==> src/rtl/multicycle_cu.sv <==
// Purpose     : Moore FSM control unit sequencing a shared ALU/memory RV32I-subset datapath.
// Latency     : LD 5, ST 4, R/I 4, B 3 cycles from FETCH with no stalls; HLT reaches HALT after 2.
// Backpressure: FETCH/MEMREAD/MEMWRITE hold on mem_ready=0; watchdog halts with sticky fault.
//
// Ports:
//   clk, rst              clock (rising edge), async active-high reset
//   opcode/funct3/funct7  instruction fields from IR (funct7 = IR[30])
//   zero, sign            ALU flags for the current cycle
//   mem_ready             memory completes the access this cycle
//   PCWrite, AdrSrc, MemWrite, IRWrite, ResultSrc, ALUSrcA, ALUSrcB,
//   ImmSrc, ALUControl, RegWrite  datapath controls (combinational)
//   halted, fault, state  status / debug
module multicycle_cu #(
   parameter int MEM_TIMEOUT = 255,
   parameter int TW          = 8
) (
   input  logic       clk,
   input  logic       rst,
   input  logic [6:0] opcode,
   input  logic [2:0] funct3,
   input  logic       funct7,
   input  logic       zero,
   input  logic       sign,
   input  logic       mem_ready,
   output logic       PCWrite,
   output logic       AdrSrc,
   output logic       MemWrite,
   output logic       IRWrite,
   output logic [1:0] ResultSrc,
   output logic [1:0] ALUSrcA,
   output logic [1:0] ALUSrcB,
   output logic [1:0] ImmSrc,
   output logic [2:0] ALUControl,
   output logic       RegWrite,
   output logic       halted,
   output logic       fault,
   output logic [3:0] state
);

   localparam logic [6:0] OP_LD  = 7'b0000011;
   localparam logic [6:0] OP_ST  = 7'b0100011;
   localparam logic [6:0] OP_R   = 7'b0110011;
   localparam logic [6:0] OP_I   = 7'b0010011;
   localparam logic [6:0] OP_B   = 7'b1100011;
   localparam logic [6:0] OP_HLT = 7'b0000000;

   localparam bit          WD_EN       = (MEM_TIMEOUT != 0);
   localparam logic [TW-1:0] TIMEOUT_VAL = TW'(MEM_TIMEOUT);

   typedef enum logic [3:0] {
      S_FETCH    = 4'd0,
      S_DECODE   = 4'd1,
      S_MEMADR   = 4'd2,
      S_MEMREAD  = 4'd3,
      S_MEMWB    = 4'd4,
      S_MEMWRITE = 4'd5,
      S_EXECR    = 4'd6,
      S_EXECI    = 4'd7,
      S_ALUWB    = 4'd8,
      S_BRANCH   = 4'd9,
      S_HALT     = 4'd10
   } state_t;

   state_t        state_q, state_d;
   logic [TW-1:0] wait_cnt_q, wait_cnt_d, wait_cnt_inc;
   logic          fault_q, fault_d;
   logic          in_wait;

   // raw (ungated) enables and internal ALU op class
   logic       pc_write, mem_write, ir_write, reg_write;
   logic [1:0] alu_op;
   logic       taken;

   assign wait_cnt_inc = wait_cnt_q + 1'b1;
   assign in_wait      = (state_q == S_FETCH) || (state_q == S_MEMREAD) ||
                         (state_q == S_MEMWRITE);

   // ------------------------------------------------------------------
   // Next state, wait counter and sticky fault
   // ------------------------------------------------------------------
   always_comb begin
      state_d    = state_q;
      fault_d    = fault_q;
      wait_cnt_d = '0;

      case (state_q)
         S_FETCH:    if (mem_ready) state_d = S_DECODE;
         S_DECODE: begin
            case (opcode)
               OP_LD, OP_ST: state_d = S_MEMADR;
               OP_R:         state_d = S_EXECR;
               OP_I:         state_d = S_EXECI;
               OP_B:         state_d = S_BRANCH;
               OP_HLT:       state_d = S_HALT;
               default:      state_d = S_FETCH;  // unknown opcode acts as NOP
            endcase
         end
         S_MEMADR:   state_d = (opcode == OP_ST) ? S_MEMWRITE : S_MEMREAD;
         S_MEMREAD:  if (mem_ready) state_d = S_MEMWB;
         S_MEMWB:    state_d = S_FETCH;
         S_MEMWRITE: if (mem_ready) state_d = S_FETCH;
         S_EXECR:    state_d = S_ALUWB;
         S_EXECI:    state_d = S_ALUWB;
         S_ALUWB:    state_d = S_FETCH;
         S_BRANCH:   state_d = S_FETCH;
         S_HALT:     state_d = S_HALT;
         default:    state_d = S_FETCH;
      endcase

      // Counter only survives while stalled; a granted mem_ready always
      // takes the normal transition, even on the cycle the limit is hit.
      if (in_wait && !mem_ready) begin
         wait_cnt_d = wait_cnt_inc;
         if (WD_EN && (wait_cnt_inc == TIMEOUT_VAL)) begin
            state_d    = S_HALT;
            fault_d    = 1'b1;
            wait_cnt_d = '0;
         end
      end
   end

   always_ff @(posedge clk or posedge rst) begin
      if (rst) begin
         state_q    <= S_FETCH;
         wait_cnt_q <= '0;
         fault_q    <= 1'b0;
      end else begin
         state_q    <= state_d;
         wait_cnt_q <= wait_cnt_d;
         fault_q    <= fault_d;
      end
   end

   // ------------------------------------------------------------------
   // Branch condition from {funct3[2], funct3[0]}
   // ------------------------------------------------------------------
   always_comb begin
      taken = 1'b0;
      case ({funct3[2], funct3[0]})
         2'b00:   taken = zero;   // beq
         2'b01:   taken = ~zero;  // bne
         2'b10:   taken = sign;   // blt
         default: taken = 1'b0;
      endcase
   end

   // ------------------------------------------------------------------
   // Per-state datapath controls (Moore, plus mem_ready/taken gating)
   // ------------------------------------------------------------------
   always_comb begin
      pc_write  = 1'b0;
      AdrSrc    = 1'b0;
      mem_write = 1'b0;
      ir_write  = 1'b0;
      ResultSrc = 2'b00;
      ALUSrcA   = 2'b00;
      ALUSrcB   = 2'b00;
      ImmSrc    = 2'b00;
      reg_write = 1'b0;
      alu_op    = 2'b00;

      case (state_q)
         S_FETCH: begin
            ALUSrcB   = 2'b10;
            ResultSrc = 2'b10;
            ir_write  = mem_ready;
            pc_write  = mem_ready;
         end
         S_DECODE: begin
            // branch target PC_old + imm parked in ALUOut
            ALUSrcA = 2'b01;
            ALUSrcB = 2'b01;
            ImmSrc  = 2'b10;
         end
         S_MEMADR: begin
            ALUSrcA = 2'b10;
            ALUSrcB = 2'b01;
            ImmSrc  = (opcode == OP_ST) ? 2'b01 : 2'b00;
         end
         S_MEMREAD:  AdrSrc = 1'b1;
         S_MEMWB: begin
            ResultSrc = 2'b01;
            reg_write = 1'b1;
         end
         S_MEMWRITE: begin
            AdrSrc    = 1'b1;
            mem_write = 1'b1;
         end
         S_EXECR: begin
            ALUSrcA = 2'b10;
            ALUSrcB = 2'b00;
            alu_op  = 2'b10;
         end
         S_EXECI: begin
            ALUSrcA = 2'b10;
            ALUSrcB = 2'b01;
            ImmSrc  = 2'b00;
            alu_op  = 2'b10;
         end
         S_ALUWB: begin
            ResultSrc = 2'b00;
            reg_write = 1'b1;
         end
         S_BRANCH: begin
            // ALUResult only feeds the flags; PC is loaded from ALUOut
            ALUSrcA   = 2'b10;
            ALUSrcB   = 2'b00;
            alu_op    = 2'b01;
            ResultSrc = 2'b00;
            pc_write  = taken;
         end
         default: ;
      endcase
   end

   // ------------------------------------------------------------------
   // ALU decode
   // ------------------------------------------------------------------
   always_comb begin
      ALUControl = 3'b000;
      case (alu_op)
         2'b00: ALUControl = 3'b000;
         2'b01: begin
            if ((funct3 == 3'b000) || (funct3 == 3'b001) || (funct3 == 3'b100))
               ALUControl = 3'b010;
            else
               ALUControl = 3'b000;
         end
         default: begin
            // funct7 only selects sub for register-register ops (opcode[5]=1)
            if (funct3 == 3'b000)
               ALUControl = (opcode[5] & funct7) ? 3'b010 : 3'b000;
            else
               ALUControl = funct3;
         end
      endcase
   end

   // Architectural enables are killed directly by rst so a store in flight
   // drops its strobe without waiting for a clock edge.
   assign PCWrite  = pc_write  & ~rst;
   assign MemWrite = mem_write & ~rst;
   assign IRWrite  = ir_write  & ~rst;
   assign RegWrite = reg_write & ~rst;

   assign halted = (state_q == S_HALT);
   assign fault  = fault_q;
   assign state  = state_q;

endmodule

==> config.mk <==
export PLATFORM = sky130hd
export DESIGN_NAME = multicycle_cu
export DESIGN_NICKNAME = d
export VERILOG_FILES = /design/src/rtl/multicycle_cu.sv
export SDC_FILE = /design/constraint.sdc
export NUM_CORES = 1
export LEC_CHECK = 0
export BUFFER_PORTS_ARGS = -buffer_cell sky130_fd_sc_hd__buf_2
export CAP_MARGIN = 25
export CORE_AREA = 2 2 41 70
export CTS_CLUSTER_SIZE = 24
export DETAILED_ROUTE_END_ITERATION = 8
export DIE_AREA = 0 0 43 72
export PLACE_DENSITY_LB_ADDON = 0.05
export SLEW_MARGIN = 40
export SYNTH_ARGS = -nofsm -noshare
export SYNTH_HDL_FRONTEND = slang
export SYNTH_SLANG_ARGS = --single-unit
==> constraint.sdc <==
create_clock -name clk -period 2 [get_ports clk]
set_input_delay 0.4 -clock clk [delete_from_list [all_inputs] [get_ports clk]]
set_output_delay 0.4 -clock clk [all_outputs]
set_load 0.005 [all_outputs]
### Word level (Yosys, flattened, before mapping)

Index checks and enable logic that the tools add are counted.

| storage, ports and cells | value |
|---|---|
| input port bits | 16 |
| logic and storage cells | 76 |
| bits in registers | 13 |

| operators by class | value |
|---|---|
| $add $sub $neg | 1 |
| bitwise operators | 7 |
| reduce and logical (&&, ||, !) cells | 18 |
| equal/unequal tests | 21 |
| multiplexer cells | 26 |

Operators with widths:

| kind | count |
|---|---|
| $pmux W4 S7 | 1 |
| $mux W4 | 5 |
| $pmux W2 S2 | 5 |
| $pmux W4 S5 | 1 |
| $eq A4 B3 Y1 const B | 4 |
| $mux W8 | 2 |
| $eq A7 B6 Y1 const B | 2 |
| $eq A4 B4 Y1 const B | 3 |
| $add A8 B1 Y8 const B | 1 |
| $eq A4 B2 Y1 const B | 2 |
| $eq A8 B8 Y1 const B | 1 |
| $reduce_or A2 Y1 | 4 |
| $eq A7 B2 Y1 const B | 1 |
| $eq A7 B5 Y1 const B | 1 |
| $eq A7 B7 Y1 const B | 1 |
| $logic_not A7 Y1 | 1 |
| $mux W3 | 2 |
| $pmux W3 S2 | 1 |
| $and A1 B1 Y1 | 5 |
| $mux W1 | 5 |
| $eq A2 B1 Y1 const B | 2 |
| $eq A4 B1 Y1 const B | 1 |
| $logic_not A2 Y1 | 2 |
| $logic_not A4 Y1 | 1 |
| 14 further kinds | 19 |

### Depth between registers and ports, before layout

Gate-level depths: netlist of run 1.

| logic depth | value |
|---|---|
| depth in word-level cells | 6 |
| depth in mapped cells | 6 |

### Worst setup path before layout of run 1

No wires, ideal clock.

| path | value |
|---|---|
| path kind | reg2out |
| from | register state_q[2], in the netlist state[2] |
| to | output port ALUControl[1] |
| stages on the path, launching flop included | 6 |
| path slack | 186 ps |
| arrival time | 1414 ps |
| data required time | 1600 ps |
| path through | dfrtp_1 clkbuf_1 nor2b_1 nand2_1 o32a_1 o21ai_0 |

| on the way | value |
|---|---|
| longest elaborated chain between the ends | 5 |

RTL lines:

| element | RTL line | text |
|---|---|---|
| from (decl) | 64 | `state_t state_q, state_d;` |
| from (signal assigned) | 128 | `state_q <= state_d;` |
| $eq A4 B3 Y1 | 162 | `case (state_q)` |
| $reduce_or A2 Y1 (no source line) | n/a |  |
| $pmux W2 S2 * | 162 |  |
| $eq A2 B1 Y1 or $logic_not A2 Y1 (tied branches) | 221 | `case (alu_op)` |
| $pmux W3 S2 * | 221 |  |
| to (decl) | 33 | `output logic [2:0] ALUControl,` |

Mark *: on every way between the ends. The rest lies on a longest branch, timed or not.

### Final worst setup path of run 1

| path | value |
|---|---|
| from | register state_q[1], in the netlist state[1] |
| to | output port ALUSrcB[0] |

| on the way | value |
|---|---|
| longest elaborated chain between the ends | 3 |

RTL lines:

| element | RTL line | text |
|---|---|---|
| $eq A4 B3 Y1, or another cell as far along | 162 |  |
| $reduce_or A3 Y1 (no source line) | n/a |  |
| $pmux W2 S2 * | 162 |  |
| to (decl) | 31 | `output logic [1:0] ALUSrcB,` |

Marked as above.

==> reports/qor.csv, run 1 <==
stage,metric,value,unit
logic_synthesis,register area share after synthesis,0.2995,
worst_setup_path,Worst Setup SP,state[1],
routing,# DRC,0,
cts,Clock Path Buffers,2,
routing,met1 wire length,1115,um
routing,Via Count,1198,
global_routing,number of global-route vias before repair,1204,
floorplan,Die Span Y,72,um
cts,Clock Root Buffer,clkbuf_8,
timing,crit share post-route,0.9542,
final_layout,diode count,0,
timing,Final min period,1908,ps
floorplan,Ports,38,
global_routing,GR Util All Layers,0.2265,
worst_setup_path,nature of the critical path endpoint,output pin,
timing,worst rel slew slack,0.6584,
final_layout,Area Overhead vs Synth,37.90,%
cts,worst-skew pair later-pin latency,240,ps
logic_synthesis,Synth area leader,dfrtp_1,
timing,Slew @ Worst Pin,511.8,ps
timing,final setup vio count,0,
timing,Peak Freq,524.0,MHz
logic_synthesis,synth warn,0,
worst_setup_path,worst reg2reg startpoint,state[0],
cts,CTS tree,built,
worst_setup_path,Buf/Inv on CP,3,
floorplan,die area,3096,um^2
worst_setup_path,Worst setup SP type,register,
floorplan,Initial Utilization,0.4306,
worst_setup_path,critical path's slowest cell,dfrtp_1,
worst_hold_path,Hold Crit Class,in -> async,
cts,Sink Count,13,
global_routing,total global routing overflow,0,
worst_setup_path,Critical R2R Capture,state[3],
worst_setup_path,"Arr. time, crit path",1510,ps
routing,routed vias/inst,5.598,
power_and_ir_drop,Pleak,0.0007531,uW
worst_setup_path,CP Capture Point,ALUSrcB[0],
timing,Setup TNS,0,ps
timing,Final Skew,2.594,ps
worst_setup_path,Worst EP required,1600,ps
logic_synthesis,Post-Synthesis Cells,137,
worst_setup_path,kind of critical path,reg -> out,
cts,Worst-path clk slew,60,ps
worst_setup_path,R2R Setup Slk,130,ps
worst_setup_path,CP max stage delay,410,ps
place,GP Congestion,0.8157,
place,IO Port Bufs,37,
worst_setup_path,Critical Path Most Common Cell,buf_4,
logic_synthesis,#FFs+latches synth,13,
logic_synthesis,Synth Cell Area,1086,um^2
global_routing,largest net degree at the start of global routing,21,
routing,1st-iter DRT viols,21,
floorplan,Core Rows,24,
run,max-cap check violation count,0,
final_layout,"commonest non-fill, non-tap cell in the layout",buf_2,
power_and_ir_drop,P per Cell Area,581.1,nW/um^2
routing,drt wl/cell,14.97,um
power_and_ir_drop,Worst VDD drop,300.9,uV
timing,Slew Limit Fails,0,
worst_setup_path,critical-path maximum fanout,7,
final_layout,share of layout cells above drive strength 1,0.3936,
worst_setup_path,R2R depth,6,
timing,Final Worst Setup Slack,91.53,ps
place,HPWL Detailed,2572,um
routing,TritonRoute pass-1 iters,4,
worst_setup_path,CP Cell Sequence,nor2b_1 -> buf_4 -> nor3_2 -> buf_4 -> a211oi_1 -> buf_2,
logic_synthesis,Area contributors post-synth,"dfrtp_1, nor3_1, nand2_1, nor2_1, nand3_1",
worst_setup_path,"CP delay by family, top",buffers and inverters,
final_layout,Filler Cells Inserted,261,
final_layout,Final nets,207,
cts,H-tree levels,1,
worst_setup_path,Levels on crit path,6,
status,status,"finished, final reports clean",
routing,highest metal used,met4,
floorplan,CORE AREA,2522,um^2
place,"worst slack, placed",41.74,ps
timing,"Hold Vio Cnt, Final",0,
logic_synthesis,Cell variety after synth,42,
floorplan,Die X,43,um
routing,DRT antenna net count,0,
final_layout,most frequent cells in the layout,"buf_2, buf_4, nand2_1, nor2_1, dfrtp_1",
logic_synthesis,Synth Area per Inst,7.927,um^2
logic_synthesis,post-synth top area share,0.2995,
cts,number of buffers created by CTS,3,
global_routing,initial antenna violation count,0,
routing,met3 wire length,80,um
timing,unrepaired setup endpoints after global routing,no,
global_routing,first-pass GRT wire length,5409,um
routing,WL final,3203,um
logic_synthesis,"Net Count, Synth",155,
routing,met2 routed WL,1909,um
==> cells in the mapped netlist, drive strengths merged <==
cell,instances
o211ai,2
o41ai,1
nand3b,2
o221ai,1
inv,6
nand4,2
nor4,6
a31oi,1
nand2,13
and2,4
o32a,1
nor2b,6
o22a,1
a2111o,1
or3,1
nand3,9
mux2i,1
o21ba,1
dfrtp,13
nor3b,1
and3,3
a211oi,2
a22o,1
o21ai,4
a21oi,6
clkbuf,6
nand2b,2
nor3,11
buf,1
nor2,14
ha,2
xnor2,6
o32ai,1
or4,1
o21a,3
or2,1
==> final cells by class <==
type | count | area (um^2) | share of cell area
Inverter | 6 | 22.52 | 0.01504
Tap cell | 26 | 32.53 | 0.02172
Sequential cell | 13 | 329.1 | 0.2197
Timing Repair Buffer | 54 | 316.6 | 0.2114
Clock buffer | 4 | 45.04 | 0.03008
Multi-Input combinational cell | 111 | 752.0 | 0.5021
==> kinds of logic (layout without fill, tap and decap cells) <==
kind of cell               count (synthesis)  after routing  share of synthesized area
muxes                                      1              1                   0.009217
and+or+nand+nor                           76             76                     0.3756
buffers and inverters                     13             64                    0.04608
AOI/OAI and AO/OA                         26             26                     0.1913
adders and majority gates                  2              2                    0.02304
DFF                                       13             13                     0.2995
xor gates and xnor gates                   6              6                    0.05530
==> registers in the layout (all words and copies together), names as in the netlist <==
signal / flops
state: 4
wait_cnt_q: 8
fault: 1
==> repair_timing <==
item | CTS | global route
resized for setup | 2 | 12
hold buffers | 0 | 0
buffers inserted | 0 | 7
pin swaps | 0 | 1
endpoints found under the setup margin | 1 | 16
==> worst register-to-register path, stage by stage (launching register included) <==
cell and delay, ps:
dfrtp_1 370, nor2b_1 130, buf_4 160, and2_1 170, o221ai_1 400, nor4_4 100
a2111o_1 400
==> worst min-delay path by stage <==
stage	startpoint	endpoint	slack, ps	cells after the start
finish	rst	wait_cnt_q[3]	230	2
global route	rst	wait_cnt_q[3]	290	2
floorplan	rst	fault	280	1
global placement	fault	fault	460	1
CTS	rst	wait_cnt_q[3]	240	2
detailed placement	fault	fault	450	1
==> per-stage QoR <==
step,hold slack [ps],utilization,cells,cell area [um^2],power (uW)
detailed placement,454.0,0.5357,203,1351,628.0
floorplan,277.0,-,137,1086,475.1
global placement,461.8,0.5357,203,1351,619.8
global route,292.1,0.5938,214,1498,933.2
CTS,244.9,0.5546,207,1399,861.9
finish,230.3,0.5938,214,1498,870.3
==> power by group <==
part	internal, uW	switching, uW	leakage (uW)	total (uW)
Sequential	282	19.1	0.000174	301
Combinational	160	180	0.000557	340
Clock	140	88.5	0.0000228	229
==> per-layer routing <==
metal | vias up | track usage
met4 | 0 | 0.09428
li1 | 597 | -
met2 | 30 | 0.4663
met5 | - | 0
met3 | 6 | 0.007463
met1 | 565 | 0.2224
Power figures use the tool's default switching activity.
==> run 2: changes to the inputs <==
GPL_TIMING_DRIVEN = 0   (was not set)
REMOVE_ABC_BUFFERS = 1   (was not set)
==> run 2 against run 1 <==
First-iteration DRC count decreased by 29%. Sequential share of layout area decreased by 0.21 points. Worst hold slack got worse by 7.7 ps. Critical endpoint is now ALUControl[1]. Final cell count increased by 0.47%. Critical path type unchanged. Sequential power increased by 11%. Highest routed layer unchanged. Global-route usage decreased by 2.5 points. Combinational power about the same.
==> reports/qor.csv, run 2 (synthesized netlist as in run 1, its figures left out) <==
stage,metric,value,unit
power_and_ir_drop,Pleak,0.0007469,uW
floorplan,CORE AREA,2522,um^2
final_layout,Final nets,208,
cts,Clock Path Buffers,2,
final_layout,diode count,0,
global_routing,largest net degree at the start of global routing,23,
cts,number of buffers created by CTS,3,
floorplan,Die Span Y,72,um
status,status,"finished, final reports clean",
worst_setup_path,critical-path maximum fanout,7,
final_layout,Filler Cells Inserted,235,
routing,TritonRoute pass-1 iters,4,
cts,worst-skew pair later-pin latency,240,ps
final_layout,fin area,1535,um^2
cts,H-tree levels,1,
cts,hold buffer count at cts,0,
worst_setup_path,Worst setup SP type,register,
cts,CTS tree,built,
cts,Worst-path clk slew,50,ps
final_layout,Layout Utilization,0.6086,
floorplan,die area,3096,um^2
place,IO Port Bufs,37,
final_layout,most frequent cells in the layout,"buf_2, buf_4, nand2_1, nor2_1, nor3_1",
floorplan,Core Rows,24,
final_layout,Area Overhead vs Synth,41.36,%
final_layout,"commonest non-fill, non-tap cell in the layout",buf_2,
floorplan,Initial Utilization,0.4306,
place,GP Congestion,0.7576,
timing,worst rel slew slack,0.6595,
final_layout,Biggest register,wait_cnt_q,
floorplan,Die X,43,um
routing,# DRC,0,
final_layout,max reg flops,8,
timing,Slew @ Worst Pin,510.2,ps
floorplan,Ports,38,
run,max-cap check violation count,0,
global_routing,GR Util All Layers,0.2014,
routing,drt wl/cell,14.06,um
power_and_ir_drop,P per Cell Area,587.9,nW/um^2
worst_hold_path,Hold Crit Class,in -> async,
final_layout,share of layout cells above drive strength 1,0.4021,
worst_setup_path,Worst EP required,1600,ps
worst_setup_path,nature of the critical path endpoint,output pin,
timing,Slew Limit Fails,0,
timing,final setup vio count,0,
final_layout,multi-input logic area,780.7,um^2
power_and_ir_drop,Worst VDD drop,220.6,uV
timing,Final Skew,6.209,ps
routing,routed vias/inst,5.619,
global_routing,initial antenna violation count,0,
worst_setup_path,kind of critical path,reg -> out,
routing,DRT antenna net count,0,
timing,crit share post-route,0.9510,
global_routing,total global routing overflow,0,
global_routing,number of global-route vias before repair,1129,
routing,1st-iter DRT viols,15,
timing,Final min period,1902,ps
worst_setup_path,"Arr. time, crit path",1500,ps
routing,WL final,3022,um
place,placed cell areas,1276,um^2
final_layout,register area,334.1,um^2
timing,Peak Freq,525.8,MHz
place,HPWL Detailed,2171,um
timing,"Hold Vio Cnt, Final",0,
cts,Clock Root Buffer,clkbuf_8,
cts,Sink Count,13,
global_routing,first-pass GRT wire length,4809,um
routing,Via Count,1208,
==> run 2: power breakdown <==
part	switching, uW	internal [uW]
Clock	86.7	140
Combinational	160	182
Sequential	48.8	285
==> run 2: path summary, 6_finish.rpt <==
check	endpoint	from	slack, ps	cells past startpoint
setup / recovery	ALUControl[1]	state[3]	100	5
hold / removal	wait_cnt_q[6]	rst	220	2
setup reg to reg	state[3]	state[0]	100	6
hold reg to reg	fault	fault	460	1
max in group asynchronous	state[1]	rst	1380	2
min in group clk	fault	fault	460	1
==> run 2: worst max-delay path, stage by stage, from the launching register on <==
cell and delay, ps:
dfrtp_2 460, nor2b_4 170, nand2_1 70, o32a_1 330, o21ai_1 110, buf_2 120
==> run 2: layer usage <==
| layer | vias to the layer above | part of all wire | track usage |
|---|---|---|---|
| met5 | - | 0 | 0 |
| met4 | 0 | 0.036 | 0.1246 |
| met3 | 12 | 0.030 | 0.01493 |
| met2 | 35 | 0.57 | 0.3973 |
| met1 | 564 | 0.37 | 0.1897 |
| li1 | 597 | - | - |
==> run 2: repair_timing <==
item,in CTS,in global routing
resized for setup,11,8
pin swaps,1,2
cloned,0,0
endpoints found under the setup margin,16,15
setup buffers,6,12
==> run 2: final cells by class <==
type,instances,area share
multi-input combinational,111,0.5086
sequential,13,0.2176
timing repair buffer,55,0.2086
clock buffer,4,0.02934
tap,26,0.02119
inverter,6,0.01467
==> run 2: stage by stage <==
stage | std cells | setup TNS, ps | total power, uW | hold slack, ps | setup slack [ps]
2_1_floorplan | 130 | 0 | 464.9 | 277.0 | 131.2
3_3_place_gp | 193 | -1577 | 573.2 | 441.9 | -257.2
3_5_place_dp | 193 | -1615 | 579.0 | 447.9 | -264.9
4_1_cts | 203 | 0 | 843.8 | 232.6 | 18.80
5_1_grt | 215 | -12.98 | 959.9 | 284.1 | -12.98
6_report | 215 | 0 | 902.5 | 222.6 | 97.99
